File: config.mk
export PLATFORM = sky130hd
export DESIGN_NAME = slv_guard_cfg_regs
export DESIGN_NICKNAME = d
export VERILOG_FILES = /design/src/rtl/slv_guard_cfg_regs.sv
export SDC_FILE = /design/constraint.sdc
export NUM_CORES = 1
export LEC_CHECK = 0
export ABC_CLOCK_PERIOD_IN_PS = 2800
export CORE_UTILIZATION = 41
export DETAILED_ROUTE_END_ITERATION = 8
export PLACE_DENSITY = 0.8
export RECOVER_POWER = 50
export SYNTH_ARGS = -nofsm -noshare
export SYNTH_HDL_FRONTEND = slang
export SYNTH_SLANG_ARGS = --single-unit
File: constraint.sdc
create_clock -name clk_i -period 2.8 [get_ports clk_i]
set_input_delay 0.56 -clock clk_i [delete_from_list [all_inputs] [get_ports clk_i]]
set_output_delay 0.56 -clock clk_i [all_outputs]
set_load 0.005 [all_outputs]
File: src/rtl/slv_guard_cfg_regs.sv
`default_nettype none
// ============================================================================
// Module   : slv_guard_cfg_regs
// Brief    : Register-bus target for the slave guard configuration space.
//            Holds enable, ten phase budgets, W1C violation status and an
//            interrupt mask; answers each access with a one-cycle ACK.
// Revision : 1.0 - initial release
// ============================================================================
module slv_guard_cfg_regs #(
    parameter int unsigned          AddrWidth = 32,
    parameter int unsigned          CntWidth  = 32,
    parameter logic [AddrWidth-1:0] BaseAddr  = '0,
    parameter type reg_req_t = struct packed {
        logic [AddrWidth-1:0] addr;
        logic                 write;
        logic [31:0]          wdata;
        logic [3:0]           wstrb;
        logic                 valid;
    },
    parameter type reg_rsp_t = struct packed {
        logic [31:0] rdata;
        logic        error;
        logic        ready;
    }
) (
    input  logic                          clk_i,
    input  logic                          rst_ni,
    input  reg_req_t                      reg_req_i,
    output reg_rsp_t                      reg_rsp_o,
    output logic                          enable_o,
    output logic [9:0][CntWidth-1:0]      budget_o,
    output logic                          cfg_done_o,
    input  logic [9:0]                    viol_i,
    output logic                          irq_o
);

    localparam logic [AddrWidth-1:0] OFF_CTRL   = AddrWidth'(32'h00);
    localparam logic [AddrWidth-1:0] OFF_STATUS = AddrWidth'(32'h2C);
    localparam logic [AddrWidth-1:0] OFF_MASK   = AddrWidth'(32'h30);

    typedef enum logic [0:0] {
        IDLE = 1'b0,
        ACK  = 1'b1
    } state_e;

    state_e           state_q, state_d;
    logic [31:0]      rdata_q, rdata_d;
    logic             error_q, error_d;
    logic             enable_q, enable_d;
    logic [9:0][31:0] budget_q, budget_d;
    logic [9:0]       written_q, written_d;
    logic [9:0]       status_q, status_d;
    logic [9:0]       mask_q, mask_d;
    logic             irq_q, irq_d;

    logic [AddrWidth-1:0] w_off;
    logic                 w_err;
    logic [31:0]          w_bmask;
    logic [31:0]          w_rdata;
    logic [9:0]           w_clr;

    // Address decode: the window is 0x00..0x30, word aligned, at or above BaseAddr
    always_comb begin
        w_off   = reg_req_i.addr - BaseAddr;
        w_err   = (reg_req_i.addr < BaseAddr) || (w_off[1:0] != 2'b00) || (w_off > OFF_MASK);
        w_bmask = {{8{reg_req_i.wstrb[3]}}, {8{reg_req_i.wstrb[2]}},
                   {8{reg_req_i.wstrb[1]}}, {8{reg_req_i.wstrb[0]}}};
        w_rdata = '0;
        if (w_off == OFF_CTRL) begin
            w_rdata = {31'd0, enable_q};
        end
        if (w_off == OFF_STATUS) begin
            w_rdata = {22'd0, status_q};
        end
        if (w_off == OFF_MASK) begin
            w_rdata = {22'd0, mask_q};
        end
        for (int i = 0; i < 10; i++) begin
            if (w_off == AddrWidth'(4 * (i + 1))) begin
                w_rdata = budget_q[i];
            end
        end
    end

    // Handshake FSM plus register write side effects, all taken on the IDLE->ACK edge
    always_comb begin
        state_d   = state_q;
        rdata_d   = rdata_q;
        error_d   = error_q;
        enable_d  = enable_q;
        budget_d  = budget_q;
        written_d = written_q;
        mask_d    = mask_q;
        w_clr     = '0;
        case (state_q)
            IDLE: begin
                if (reg_req_i.valid) begin
                    state_d = ACK;
                    error_d = w_err;
                    rdata_d = w_err ? 32'd0 : w_rdata;
                    if (!w_err && reg_req_i.write) begin
                        if (w_off == OFF_CTRL && reg_req_i.wstrb[0]) begin
                            enable_d = reg_req_i.wdata[0];
                        end
                        if (w_off == OFF_STATUS) begin
                            w_clr = reg_req_i.wdata[9:0] & w_bmask[9:0];
                        end
                        if (w_off == OFF_MASK) begin
                            mask_d = (mask_q & ~w_bmask[9:0]) | (reg_req_i.wdata[9:0] & w_bmask[9:0]);
                        end
                        for (int i = 0; i < 10; i++) begin
                            if (w_off == AddrWidth'(4 * (i + 1))) begin
                                budget_d[i]  = (budget_q[i] & ~w_bmask) | (reg_req_i.wdata & w_bmask);
                                written_d[i] = written_q[i] | (|reg_req_i.wstrb);
                            end
                        end
                    end
                end
            end
            default: begin
                state_d = IDLE;
            end
        endcase
    end

    // Violation pulses win over a simultaneous W1C clear; irq follows the next status
    always_comb begin
        status_d = (status_q & ~w_clr) | viol_i;
        irq_d    = |(status_d & mask_q);
    end

    // State and register storage
    always_ff @(posedge clk_i or negedge rst_ni) begin
        if (!rst_ni) begin
            state_q   <= IDLE;
            rdata_q   <= '0;
            error_q   <= 1'b0;
            enable_q  <= 1'b0;
            budget_q  <= '0;
            written_q <= '0;
            status_q  <= '0;
            mask_q    <= '0;
            irq_q     <= 1'b0;
        end else begin
            state_q   <= state_d;
            rdata_q   <= rdata_d;
            error_q   <= error_d;
            enable_q  <= enable_d;
            budget_q  <= budget_d;
            written_q <= written_d;
            status_q  <= status_d;
            mask_q    <= mask_d;
            irq_q     <= irq_d;
        end
    end

    // Response: ready only in ACK, so it drops as soon as reset forces IDLE
    always_comb begin
        reg_rsp_o       = '0;
        reg_rsp_o.rdata = rdata_q;
        reg_rsp_o.error = error_q;
        reg_rsp_o.ready = (state_q == ACK);
    end

    assign enable_o   = enable_q;
    assign cfg_done_o = &written_q;
    assign irq_o      = irq_q;

    for (genvar g = 0; g < 10; g++) begin : g_budget
        assign budget_o[g] = budget_q[g][CntWidth-1:0];
    end

endmodule
`default_nettype wire

==> impl_metrics.ini <==
[timing]
hold-worst-slack_ns = 0.4575
setup_viol = 0
clock_skew_ns = 0.01536
worst_pin_slew_ns = 1.210
finalSetupTns_ns = 0
rsz0062_at_grt = false
hold_viol = 0
worst_slack_ns = 0.1110
max_freq_mhz = 371.9
slew_headroom_pct = 19.36
finalMaxSlewViolations = 0
fin_crit_ns = 2.689
finalCritPeriodShare_pct = 96.04

[cts]
htreeDepth = 2
cts_tree = built
clk_latency_ns = 0.58
clkSlewWorstSetupHoldPaths_ns = 0.06
clock-sinks = 386
clockBufferDepth = 3
cts_buffers = 42
clockRootBuffer = clkbuf_16

[final_layout]
multi_input_area_um2 = 7341
nFillCells = 3235
finalNetCount = 2071
final_layout_size_suffix_gt1_share_pct = 33.09
most-common-layout-cells = dfrtp_1 (386), mux2_2 (309), clkdlybuf4s50_1 (258), buf_4 (180), dlygate4sd3_1 (172)
seqCellArea_um2 = 9659
syn2layout_area_growth_pct = 48.27
design_area_um2 = 25850
fin_util_pct = 61.62
final_common_cell = dfrtp_1

[detailed_routing]
antenna_left = 0
drt-pass1-iter-count = 7
routed_wl_um = 70720
wl_per_cell_um = 27.61
dr.first_iter.drc_count = 1479
drc_errors = 0
vias_per_cell = 6.023
vias = 15430

[synthesis]
yosys_warnings = 0
synth_cells = 1374
ys.flop_type = dfrtp_1
synth_seq_area_share_pct = 55.41
netlist_area_um2 = 17430
synth_nets = 1456
synthDistinctLibCells = 65
synth-async-reset-ratio_pct = 100.0
synth_seq_cells = 386
synth-edff-count = 0
synth_area_per_cell_um2 = 12.69

[place]
place_hpwl_um = 52840
place_area_um2 = 24380
io_buffers = 438
place_congestion = 0.9244
dp_slack_ns = -0.6938

[die]
die_y_um = 208.2
initial_core_util_pct = 41.56
placementRows = 75
dieArea_um2 = 43350
fp.coreArea_um2 = 41950
io_pins = 439
dieWidth_um = 208.2

[setup_path]
worstReg2RegStart = state_q
crit_type = input port to register
path_max_fanout = 8
critPathArrivalTime_ns = 3.14
start_kind = input port
r2r_setup_slack_ns = 0.14
rr_worst_depth = 12
worstPathRequired_ns = 3.25
crit_start = reg_req_i[49]
end_kind = register

[power]
vdd_drop_max_mv = 0.3273
cellLeakagePower_nw = 12.62
p_per_area_nw_per_um2 = 456.8

[grt]
overflow = 0
grt_start_max_net_pins = 84
track_usage_pct = 32.20
grt_pass1_vias = 15710
antenna_found_initial = 4
grt_pass1_wl_um = 103500

[hold_path]
hold_start = written_q[7]
worstHoldPathType = register to register

[status]
outcome = finished clean

[run]
maxCapViolCount = 0
==> area by class of cell <==
cell class	instances	area share (%)
multi-input combinational	867	28.40
antenna	3	0.02905
inverter	21	0.3050
sequential	386	37.37
tap	539	2.609
clock inverter	13	0.5373
clock buffer	61	4.938
timing repair buffer	671	25.81
==> power by group <==
part / internal, mW / leakage, nW / switching (mW)
logic: 0.172 / 6.60 / 0.316
registers: 5.58 / 5.34 / 0.000494
clock network: 3.36 / 0.686 / 2.38
total: 9.11 / 12.6 / 2.70
==> worst min path at each step <==
| stage | to | cells after the start |
|---|---|---|
| after global placement | written_q[9] | 1 |
| after CTS | written_q[2] | 1 |
| after floorplan | asynchronous set/reset pin | 0 |
| final | written_q[7] | 1 |
| after detailed placement | written_q[2] | 1 |
| after global routing | written_q[5] | 1 |
==> routing by layer <==
metal  vias to the layer above  global-route usage [%]  part of all wire, %
met3                       195                   7.698                  8.9
met2                       905                   50.13                   46
met1                      7909                   42.47                   40
met5                         -                       0                0.038
li1                       6412                       -                    -
met4                         4                   15.17                  4.9
==> cell usage after synthesis, drive strengths merged, types with 3 or more instances <==
| cell type | number | area [µm²] |
|---|---|---|
| dfrtp | 386 | 9659 |
| nor4 | 13 | 108.9 |
| nor3 | 15 | 128.9 |
| and2 | 5 | 31.28 |
| a221o | 4 | 40.04 |
| o21ai | 36 | 180.2 |
| a221oi | 30 | 262.8 |
| nand3 | 19 | 95.09 |
| mux2 | 335 | 3772 |
| a211oi | 15 | 112.6 |
| nor4b | 3 | 53.80 |
| a22oi | 38 | 285.3 |
| a31oi | 8 | 50.05 |
| o31ai | 19 | 142.6 |
| clkbuf | 43 | 161.4 |
| o22ai | 21 | 131.4 |
| nand4 | 11 | 68.82 |
| o221ai | 33 | 295.3 |
| a222oi | 8 | 80.08 |
| a2bb2oi | 5 | 43.79 |
| or2 | 3 | 18.77 |
| nand2 | 116 | 480.5 |
| o221a | 3 | 33.78 |
| a22o | 9 | 78.83 |
| a21o | 16 | 120.1 |
| inv | 21 | 78.83 |
| buf | 57 | 286.5 |
| o2111ai | 3 | 26.28 |
| nor2 | 37 | 178.9 |
| or4b | 4 | 40.04 |
| and3 | 8 | 50.05 |
| a21oi | 26 | 130.1 |
| a2111oi | 4 | 35.03 |
==> cell families (layout without fill, tap and decap cells) <==
logic type	after synthesis	after routing	synth area share, %
other cells	0	3	0
simple gates	241	241	7.522
compound gates	290	290	12.35
mux	336	336	21.70
buf+inv	121	766	3.022
flops	386	386	55.41
==> per-stage QoR <==
step / instances / power, mW
4_1_cts: 2555 / 11.87
3_5_place_dp: 2480 / 6.171
2_1_floorplan: 1374 / 5.788
3_3_place_gp: 2480 / 6.163
5_1_grt: 2560 / 12.13
6_report: 2561 / 11.81
==> timing repair <==
item	CTS	global route
setup buffers	0	2
pin swaps	0	8
hold endpoints to repair	35	0
hold buffers	1	0
cloned	0	1
endpoints found under the setup margin	4	170
gates resized for setup	4	17
==> critical path: stages <==
cell	delay (ns)
clkdlybuf4s50_1	0.47
nor4_4	0.33
nand4_1	0.17
buf_4	0.19
buf_4	0.14
nor3_4	0.19
buf_4	0.18
and3_1	0.16
buf_4	0.16
nand2_1	0.10
buf_12	0.15
mux2_1	0.32
Power figures use the tool's default switching activity.
==> edit (same settings) <==
Make the reset (`rst_ni`) synchronous in one clocked block.
--- a/src/rtl/slv_guard_cfg_regs.sv
+++ b/src/rtl/slv_guard_cfg_regs.sv
@@ -130,7 +130,7 @@
     end
 
     // State and register storage
-    always_ff @(posedge clk_i or negedge rst_ni) begin
+    always_ff @(posedge clk_i) begin
         if (!rst_ni) begin
             state_q   <= IDLE;
             rdata_q   <= '0;
Check against the original RTL: not equivalent (a bounded check fails within 4 cycles, from zero or initial values and one cycle with rst_ni low; the reset may be asserted at any time).
==> edit against the original RTL <==
  * Routed wire length is 6.6% higher
  * Area after synthesis shrank 5.5%
  * Largest cell class is now multi-input combinational cells
  * Worst setup slack got worse by 80 ps
  * Total power is 1.0% lower
  * Register-to-register slack better by 420 ps
  * Sequential share of layout area fell by 6.0 points
  * Critical path depth decreased by 1
  * Sequential cell count did not move
  * Final area down 4.8%
  * Combinational power grew 3%
==> edit: results (changes against the original RTL) <==
| Metric | Value |
|---|---|
| Peak supply drop | 0.380 mV (+16%) |
| Nets | 2810 (+36%) |
| Compound-cell area share of the yosys netlist | 23.1% (+11 points) |
| Area Overhead vs Synth | 49.4% |
| # resized after CTS | 9 (+5) |
| GPL Wtd Cong | 0.995 (+7.6%) |
| Run status | finished clean |
| Wire per inst | 22.9 um (-17%) |
| Non-clk buf share | 26.2% (+0.40 points) |
| Int Power | 9020 uW (-0.94%) |
| Initial antenna violation count | 8 (+4) |
| # diodes | 6 (+3) |
| Total number of vias | 19200 (+25%) |
| Worst Skew | 14.6 ps (-0.727 ps) |
| Post-Layout Cell Count | 3290 (+28%) |
| Worst EP arrival | 3210 ps (+70 ps) |
| Final period utilization | 98.9% (+2.9 points) |
| Share of cells above drive strength 1 | 13.8% (-19 points) |
| Multi-input logic area | 0.00832 mm2 (+13%) |
| Top cells by area, synth | dfxtp_1 (47%), nand2_1 (18%), a21oi_1 (11%) |
| # fillers | 3428 (+6.0%) |
| Sequential area share after synthesis | 46.9% (-8.5 points) |
| CP max stage delay | 550 ps (+80 ps) |
| Sequential standard cell area | 0.00773 mm2 (-20%) |
| Non-clock inverters | 9 (-57%) |
| TritonCTS buffer count | 41 (-2.4%) |
| Setup slack at placement | -773 ps (-79.2 ps) |
| GRT Overall Usage | 35.6% (+3.4 points) |
| P_leak | 0.00976 uW (-23%) |
| Full die area | 0.0410 mm2 (-5.4%) |
| Pin count of the biggest net entering global routing | 155 (+85%) |
| Non-clk bufs | 663 (-1.2%) |
| Dpl cells | 3205 (+29%) |
| Count of cell types in the netlist | 66 (+1.5%) |
| Vias in the first global route | 18200 (+16%) |
| R2R Setup Slk | 560 ps (+420 ps) |
| Commonest cells in the netlist | nand2_1 (781), dfxtp_1 (386), a21oi_1 (369) |
| Post-synthesis mux area share | 0.524% (-21 points) |
| Clock buf/inv share | 5.66% (+0.18 points) |
| DR iter-0 viols | 2765 (+87%) |
| Slew HR | 52.7% (+33 points) |
| Post-Syn Nets | 2243 (+54%) |
| Worst slack on hold paths | 452 ps (-5.85 ps) |
| Switch share | 22.8% (-0.061 points) |
| Post-Syn Area per Cell | 7.62 um2 (-40%) |
-- edit: cell types whose count changed after synthesis, moves of 17 or more --
| cell | change |
|---|---|
| nand2_1 | +677 |
| dfrtp_1 | -386 |
| dfxtp_1 | +386 |
| a21oi_1 | +343 |
| mux2_2 | -304 |
| clkbuf_1 | +66 |
| nor2_1 | +38 |
| mux2_1 | -26 |
| o221ai_1 | -25 |
| nor2_2 | +18 |
| o21ai_0 | +17 |
-- edit: final timing paths --
| kind | startpoint | endpoint | cells past startpoint |
|---|---|---|---|
| setup / recovery | reg_req_i[38] | rdata_q[0] | 11 |
| hold / removal | rdata_q[25] | rdata_q[25] | 2 |
| setup reg to reg | state_q | flip-flop | 10 |
| hold reg to reg | rdata_q[25] | rdata_q[25] | 2 |
-- edit: routing by layer --
layer	GRT usage [%]	wire, um	vias to the layer above
li1	-	-	8618
met1	49.0	30300	9008
met2	51.1	31600	1361
met3	9.16	9320	218
met4	18.1	4140	4
met5	0	26	-
